$ cat src/rtl/nn_seq_pkg.sv
// Shared state encoding, default sizes and index-width helper for the two-layer MLP sequencer.
package nn_seq_pkg;

  localparam int unsigned N_IN_DEF   = 62;
  localparam int unsigned N_HID_DEF  = 30;
  localparam int unsigned N_OUT_DEF  = 10;
  localparam int unsigned N_TEST_DEF = 750;

  typedef enum logic [3:0] {
    S_IDLE,
    S_H_CLR,
    S_H_MAC,
    S_H_ACT,
    S_O_CLR,
    S_O_MAC,
    S_O_ACT,
    S_CMP,
    S_FIN
  } seq_state_e;

  // Index width for a 0..n-1 counter; never narrower than one bit.
  function automatic int unsigned idx_w(input int unsigned n);
    return (n < 2) ? 1 : $clog2(n);
  endfunction

endpackage

$ cat src/rtl/nn_idx_counter.sv
// Modulo-MOD index counter: synchronous clear has priority, wraps to 0 only at MOD-1.
module nn_idx_counter
  import nn_seq_pkg::*;
#(
  parameter int unsigned MOD = 2
) (
  input  logic                   clk,
  input  logic                   rst,
  input  logic                   clr,
  input  logic                   en,
  output logic [idx_w(MOD)-1:0]  idx,
  output logic                   last
);

  localparam int unsigned W    = idx_w(MOD);
  localparam logic [W-1:0] TERM = W'(MOD - 1);

  logic [W-1:0] idx_q, idx_d;

  always_comb begin
    idx_d = idx_q;
    if (clr) begin
      idx_d = '0;
    end else if (en) begin
      idx_d = (idx_q == TERM) ? '0 : idx_q + W'(1);
    end
  end

  always_ff @(posedge clk or negedge rst) begin
    if (!rst) begin
      idx_q <= '0;
    end else begin
      idx_q <= idx_d;
    end
  end

  assign idx  = idx_q;
  assign last = (idx_q == TERM);

endmodule

$ cat src/rtl/nn_mac_sequencer.sv
// Single-FSM sequencer for the two-layer MLP inference datapath; one full test set per start/done.
// Define NN_SEQ_STALL_EN to add a stall input that freezes the MAC states.
module nn_mac_sequencer
  import nn_seq_pkg::*;
#(
  parameter int unsigned N_IN   = N_IN_DEF,
  parameter int unsigned N_HID  = N_HID_DEF,
  parameter int unsigned N_OUT  = N_OUT_DEF,
  parameter int unsigned N_TEST = N_TEST_DEF
) (
  input  logic                        clk,
  input  logic                        rst,
  input  logic                        start,
`ifdef NN_SEQ_STALL_EN
  input  logic                        stall,
`endif
  input  logic [idx_w(N_OUT)-1:0]     pred_class,
  input  logic [idx_w(N_OUT)-1:0]     label,
  output logic                        busy,
  output logic                        done,
  output logic                        layer_sel,
  output logic [idx_w(N_IN)-1:0]      in_idx,
  output logic [idx_w(N_HID)-1:0]     hid_idx,
  output logic [idx_w(N_OUT)-1:0]     out_idx,
  output logic [idx_w(N_TEST)-1:0]    test_idx,
  output logic                        acc_clr,
  output logic                        acc_en,
  output logic                        act_ld,
  output logic                        argmax_en,
  output logic                        correct_inc,
  output logic [idx_w(N_TEST+1)-1:0]  correct_cnt
);

  localparam int unsigned CW = idx_w(N_TEST + 1);
  localparam logic [CW-1:0] CNT_MAX = CW'(N_TEST);

  seq_state_e    state_q, state_d;
  logic [CW-1:0] cnt_q, cnt_d;
  logic          stall_w;
  logic          match;

  logic in_clr,   in_en,   in_last;
  logic hid_clr,  hid_en,  hid_last;
  logic out_clr,  out_en,  out_last;
  logic test_clr, test_en, test_last;

`ifdef NN_SEQ_STALL_EN
  assign stall_w = stall;
`else
  assign stall_w = 1'b0;
`endif

  assign match = (pred_class == label);

  nn_idx_counter #(.MOD(N_IN)) u_in_cnt (
    .clk  (clk),
    .rst  (rst),
    .clr  (in_clr),
    .en   (in_en),
    .idx  (in_idx),
    .last (in_last)
  );

  // hid_idx doubles as the hidden neuron (H phase) and the O-phase source index.
  nn_idx_counter #(.MOD(N_HID)) u_hid_cnt (
    .clk  (clk),
    .rst  (rst),
    .clr  (hid_clr),
    .en   (hid_en),
    .idx  (hid_idx),
    .last (hid_last)
  );

  nn_idx_counter #(.MOD(N_OUT)) u_out_cnt (
    .clk  (clk),
    .rst  (rst),
    .clr  (out_clr),
    .en   (out_en),
    .idx  (out_idx),
    .last (out_last)
  );

  nn_idx_counter #(.MOD(N_TEST)) u_test_cnt (
    .clk  (clk),
    .rst  (rst),
    .clr  (test_clr),
    .en   (test_en),
    .idx  (test_idx),
    .last (test_last)
  );

  always_ff @(posedge clk or negedge rst) begin
    if (!rst) begin
      state_q <= S_IDLE;
      cnt_q   <= '0;
    end else begin
      state_q <= state_d;
      cnt_q   <= cnt_d;
    end
  end

  always_comb begin
    state_d     = state_q;
    cnt_d       = cnt_q;
    in_clr      = 1'b0;
    in_en       = 1'b0;
    hid_clr     = 1'b0;
    hid_en      = 1'b0;
    out_clr     = 1'b0;
    out_en      = 1'b0;
    test_clr    = 1'b0;
    test_en     = 1'b0;
    busy        = 1'b1;
    done        = 1'b0;
    layer_sel   = 1'b0;
    acc_clr     = 1'b0;
    acc_en      = 1'b0;
    act_ld      = 1'b0;
    argmax_en   = 1'b0;
    correct_inc = 1'b0;

    case (state_q)
      S_IDLE: begin
        busy = 1'b0;
        if (start) begin
          state_d  = S_H_CLR;
          cnt_d    = '0;
          in_clr   = 1'b1;
          hid_clr  = 1'b1;
          out_clr  = 1'b1;
          test_clr = 1'b1;
        end
      end
      S_H_CLR: begin
        acc_clr = 1'b1;
        in_clr  = 1'b1;
        state_d = S_H_MAC;
      end
      S_H_MAC: begin
        if (!stall_w) begin
          acc_en = 1'b1;
          in_en  = 1'b1;
          if (in_last) state_d = S_H_ACT;
        end
      end
      S_H_ACT: begin
        act_ld  = 1'b1;
        hid_en  = 1'b1;
        state_d = hid_last ? S_O_CLR : S_H_CLR;
      end
      S_O_CLR: begin
        layer_sel = 1'b1;
        acc_clr   = 1'b1;
        hid_clr   = 1'b1;
        state_d   = S_O_MAC;
      end
      S_O_MAC: begin
        layer_sel = 1'b1;
        if (!stall_w) begin
          acc_en = 1'b1;
          hid_en = 1'b1;
          if (hid_last) state_d = S_O_ACT;
        end
      end
      S_O_ACT: begin
        layer_sel = 1'b1;
        argmax_en = 1'b1;
        out_en    = 1'b1;
        state_d   = out_last ? S_CMP : S_O_CLR;
      end
      S_CMP: begin
        correct_inc = match;
        if (match && (cnt_q != CNT_MAX)) cnt_d = cnt_q + CW'(1);
        // The final sample keeps test_idx at N_TEST-1 so it holds through FIN and IDLE.
        if (test_last) begin
          state_d = S_FIN;
        end else begin
          test_en = 1'b1;
          state_d = S_H_CLR;
        end
      end
      S_FIN: begin
        done    = 1'b1;
        state_d = S_IDLE;
      end
      default: state_d = S_IDLE;
    endcase
  end

  assign correct_cnt = cnt_q;

endmodule

$ cat config.mk
export PLATFORM = sky130hd
export DESIGN_NAME = nn_mac_sequencer
export DESIGN_NICKNAME = d
export VERILOG_FILES = /design/src/rtl/nn_seq_pkg.sv /design/src/rtl/nn_idx_counter.sv /design/src/rtl/nn_mac_sequencer.sv
export SDC_FILE = /design/constraint.sdc
export NUM_CORES = 1
export LEC_CHECK = 0
export BUFFER_PORTS_ARGS = -buffer_cell sky130_fd_sc_hd__buf_4
export CAP_MARGIN = 20
export CORE_UTILIZATION = 45
export CTS_BUF_LIST = sky130_fd_sc_hd__clkbuf_4 sky130_fd_sc_hd__clkbuf_8
export CTS_CLUSTER_DIAMETER = 80
export DETAILED_ROUTE_END_ITERATION = 7
export HOLD_SLACK_MARGIN = 0.1
export PLACE_DENSITY = 0.66
export SETUP_SLACK_MARGIN = 0.5
export SYNTH_ARGS = -nofsm -noshare
export SYNTH_HDL_FRONTEND = slang
export SYNTH_SLANG_ARGS = --single-unit
export TNS_END_PERCENT = 10
$ cat constraint.sdc
create_clock -name clk -period 1.88 [get_ports clk]
set_input_delay 0.094 -clock clk [delete_from_list [all_inputs] [get_ports clk]]
set_output_delay 0.094 -clock clk [all_outputs]
set_load 0.03 [all_outputs]
==> summary by stage <==
Floorplanning
After floorplanning, the core was sized to cover 5110 sq um. The effective utilization at floorplan is 0.470. The count of boundary I/O pins is 54. The floorplan step defined a die boundary enclosing 5630 sq um. The die is 75.0 microns tall.

Row generation in the floorplan step produced 26 rows. The width of the die is 75.0 microns.

Hold path
The number of cells on the worst hold path is 3. The path category of the worst min-delay check is in -> reg. The startpoint identified for the worst hold timing path is start.

The path with the worst hold slack has its endpoint at state_q[1].

Clock tree
The clock tree from TritonCTS is yes. The worst-skew pair later-pin latency is 0.29 ns. The number of clock sinks seen by CTS is 39. After clock tree synthesis, the clock-pin slew on the worst setup and hold paths is 0.08 ns. The clock buffer count from CTS is 5. The clock passes through at most 2 buffers. The root buffer selected by CTS is clkbuf_8. The H-tree level count is 2.

Logic synthesis
Of the synthesized area, sequential elements account for 0.407. Ranked by total cell area, the synthesized netlist is headed by dfrtp_1 (41%), ha_1 (5.2%), mux2i_1 (4.6%). In this run the mean area of a mapped cell was 9.05 sq um.

The count of yosys warnings during synthesis is 0. The post-synthesis instance total is 265. Among all cell types in the netlist, the one instantiated most often is dfrtp_1. After synthesis, the most frequently instantiated cells are dfrtp_1 (39), nand2_1 (24), nor2_1 (21). The mapped netlist covers 2400 sq um. The fraction of the mapped netlist area in adder cells is 0.0522. The cell type contributing the most total cell area after synthesis is dfrtp_1. The main combinational cell family by area after synthesis is simple AND/OR/NAND/NOR gates.

The area share of the leading cell type in the synthesized netlist is 0.407. Of the total synthesized cell area, the portion taken by XOR and XNOR cells is 0.0365. When the netlist entered floorplanning its net count stood at 286. The share of synthesized flip-flops with an asynchronous set or reset is 1.00. The number of synthesized register bits is 39.

Of the total synthesized cell area, the portion taken by AND, OR, NAND and NOR gates is 0.273. The number of distinct library cells after synthesis is 51. The share of the synthesized area in compound gates (AO/OA/AOI/OAI) is 0.142. Measured against the total synthesized area, the mux share comes to 0.0459. The main flop type after synthesis is dfrtp_1.

The number of flops mapped to enable cells by yosys is 0.

Placed design
The cell area reported after detailed placement is 2970 sq um. The HPWL after detailed placement is 3.99 mm. At the end of routability-driven placement, the weighted congestion stood at 0.796.

Port buffering added 53 buffers. In this run, placement finished with an instance count of 389.

Timing
The measured slew at the worst slew-check pin is 0.614 ns. Setup violations remaining at the end of the flow were counted as 0. The maximum clock skew at final layout is 0.00986 ns. The final clock period utilization by the worst path is 0.874. The max-slew violation count was 0. For the finished layout, the period the worst path requires is 1.64 ns. Measured against its own limit, the worst slew margin works out to 0.589. The number of hold-slack violations in the final timing report came to 0. Setup repair after global routing could not meet its margin everywhere. Adding up every negative setup slack in the final design gives 0 ns. Derived from the worst setup path, the maximum achievable clock frequency is 608 MHz.

Global route
The first global-routing pass estimated 9.45 mm of wire. The remaining global-route overflow is 0. Entering global routing, the biggest net connects 40 pins.

The via count of the first global-routing pass is 1990. The initial antenna violation count is 0. The global-route total usage across every layer is 0.223.

Flow run
The max-cap check violation count is 0.

Setup path
The critical path arrival is 1.87 ns. The number of cells on the worst reg-to-reg path is 4. The largest individual stage delay along the critical path comes from the cell or4_4. The critical path goes through nand4b_1 > or4_4 > or3_1 > a21oi_1. The required time of the critical path is 2.10 ns. The endpoint identified for the worst register-to-register timing path is correct_cnt[5]. The kind of start point of the critical path is a register. The worst register-to-register path has a setup slack of 0.24 ns.

The critical path's largest stage delay is 0.52 ns. The source of the worst register-to-register timing path is state_q[3]. In this run the worst path has a maximum fanout of 3. The critical path is of the reg -> reg type. The critical path endpoint category is a register.

Layout
The number of inserted diodes is 0. From synthesis to final layout, the design area changed by 39.0%. The number of fillers in the final layout is 464. After the flow finishes, the layout carries non-filler instances totaling 417. After routing the design area is 3330 sq um. After the last flow step, the layout net total stands at 367. In the final layout, the share of cells above drive strength 1 is 0.375.

Drt
The via density per instance is 5.47. Dividing the detail-routed wire length by the instance count gives 14.4 microns. For this run, the detailed router's first-pass iteration total came to 4. After the first detailed-routing iteration, the DRC count stood at 131. The total number of vias is 2279. The number of remaining DRC errors is 0. The count of nets left with antenna violations once routing finished came out at 0.

The total length of routed wires is 6.01 mm.

Power
VDD sags by at most 0.590 mV. The leakage power is 0.00159 uW. Dividing total power by cell area gives a power density of 1150 nW/um^2.

Run status
The flow ran to the end, and the final reports show no timing, DRC or antenna violations.
## flip-flops by register name, indices dropped and copies added, names as in the netlist
| name | flops |
|---|---|
| correct_cnt | 10 |
| state_q | 4 |
| u_out_cnt.idx | 4 |
| u_in_cnt.idx | 6 |
| u_test_cnt.idx | 10 |
| u_hid_cnt.idx | 5 |
## cell type report
| cell class | count | area [sq um] | area share |
|---|---|---|---|
| Clock buffer | 8 | 104 | 0.0311 |
| Inverter | 15 | 56.3 | 0.0169 |
| Multi-Input combinational cell | 202 | 1460 | 0.438 |
| Sequential cell | 39 | 992 | 0.298 |
| Tap cell | 70 | 87.6 | 0.0263 |
| Timing Repair Buffer | 83 | 634 | 0.190 |
## layer usage
| layer | part of all wire | up-vias | global-route usage | wire length, microns |
|---|---|---|---|---|
| met5 | 0 | - | 0 | 0 |
| met2 | 0.49 | 38 | 0.359 | 2940 |
| met4 | 0.012 | 0 | 0.0713 | 73 |
| met1 | 0.47 | 1106 | 0.300 | 2820 |
| li1 | - | 1128 | - | - |
| met3 | 0.028 | 7 | 0.0482 | 171 |
## repair_timing
item / 4_1_cts / 5_1_grt
setup buffers: 15 / 3
endpoints found under the hold margin: 39 / 0
pin swaps: 5 / 6
resized for setup: 17 / 10
endpoints found under the setup margin: 45 / 45
cloned: 1 / 0
hold buffers: 1 / 0
## power by group
| part | internal, uW | total, uW | switching (uW) |
|---|---|---|---|
| Sequential | 974 | 1160 | 190 |
| Clock | 350 | 649 | 299 |
| Combinational | 890 | 2030 | 1140 |
## cells in the final DEF (no fill, tap or decap), types with 3 or more instances in the layout
master	Yosys	final
nand2_1	24	24
buf_6	0	3
nand2b_1	6	6
buf_4	2	78
nor3_1	8	6
inv_2	0	4
nand4_1	10	10
o21bai_1	3	3
and3_1	7	7
ha_1	10	9
mux2i_1	11	11
xnor2_1	8	8
nor4_1	5	3
o21ai_0	6	6
nand3_1	18	15
clkbuf_8	0	7
dfrtp_1	39	26
o211ai_1	5	5
inv_1	15	11
nor2_1	21	18
or3_1	6	6
and2_1	4	4
nand3_2	0	3
a21oi_1	12	11
dfrtp_2	0	13
## worst max-delay path: cells and delay by family (launching register included)
kind / cells / cell delay [ns]
simple gates: 3 / 1.07
compound gates: 1 / 0.12
flops: 1 / 0.40
## through the flow
stage	total power [uW]	setup slack, ns	hold WS, ns	util
2_1_floorplan	2330	0.287	-0.202	-
3_3_place_gp	2840	0.167	0.108	0.582
3_5_place_dp	2850	0.172	0.103	0.582
4_1_cts	3770	0.275	0.224	0.640
5_1_grt	4070	0.189	0.258	0.653
6_report	3840	0.236	0.232	0.653
## kinds of logic (layout without fill, tap and decap cells)
family,after synthesis,after routing
AO/OA/AOI/OAI,48,48
XOR/XNOR,10,10
adder cells (fa/ha/maj),10,10
buffers and inverters,24,106
flip-flops,39,39
multiplexers,11,11
AND/OR/NAND/NOR,123,123
## worst max path at each step
stage | slack (ns) | cells after the start | to | from
2_1_floorplan | 0.29 | 6 | u_out_cnt.idx[2] | state_q[0]
3_3_place_gp | 0.17 | 6 | u_test_cnt.idx[6] | state_q[2]
3_5_place_dp | 0.17 | 6 | u_test_cnt.idx[6] | state_q[2]
4_1_cts | 0.27 | 4 | correct_cnt[5] | state_q[3]
5_1_grt | 0.19 | 4 | correct_cnt[5] | state_q[3]
6_report | 0.24 | 4 | correct_cnt[5] | state_q[3]
No activity file was read; power rests on OpenSTA's default activity.
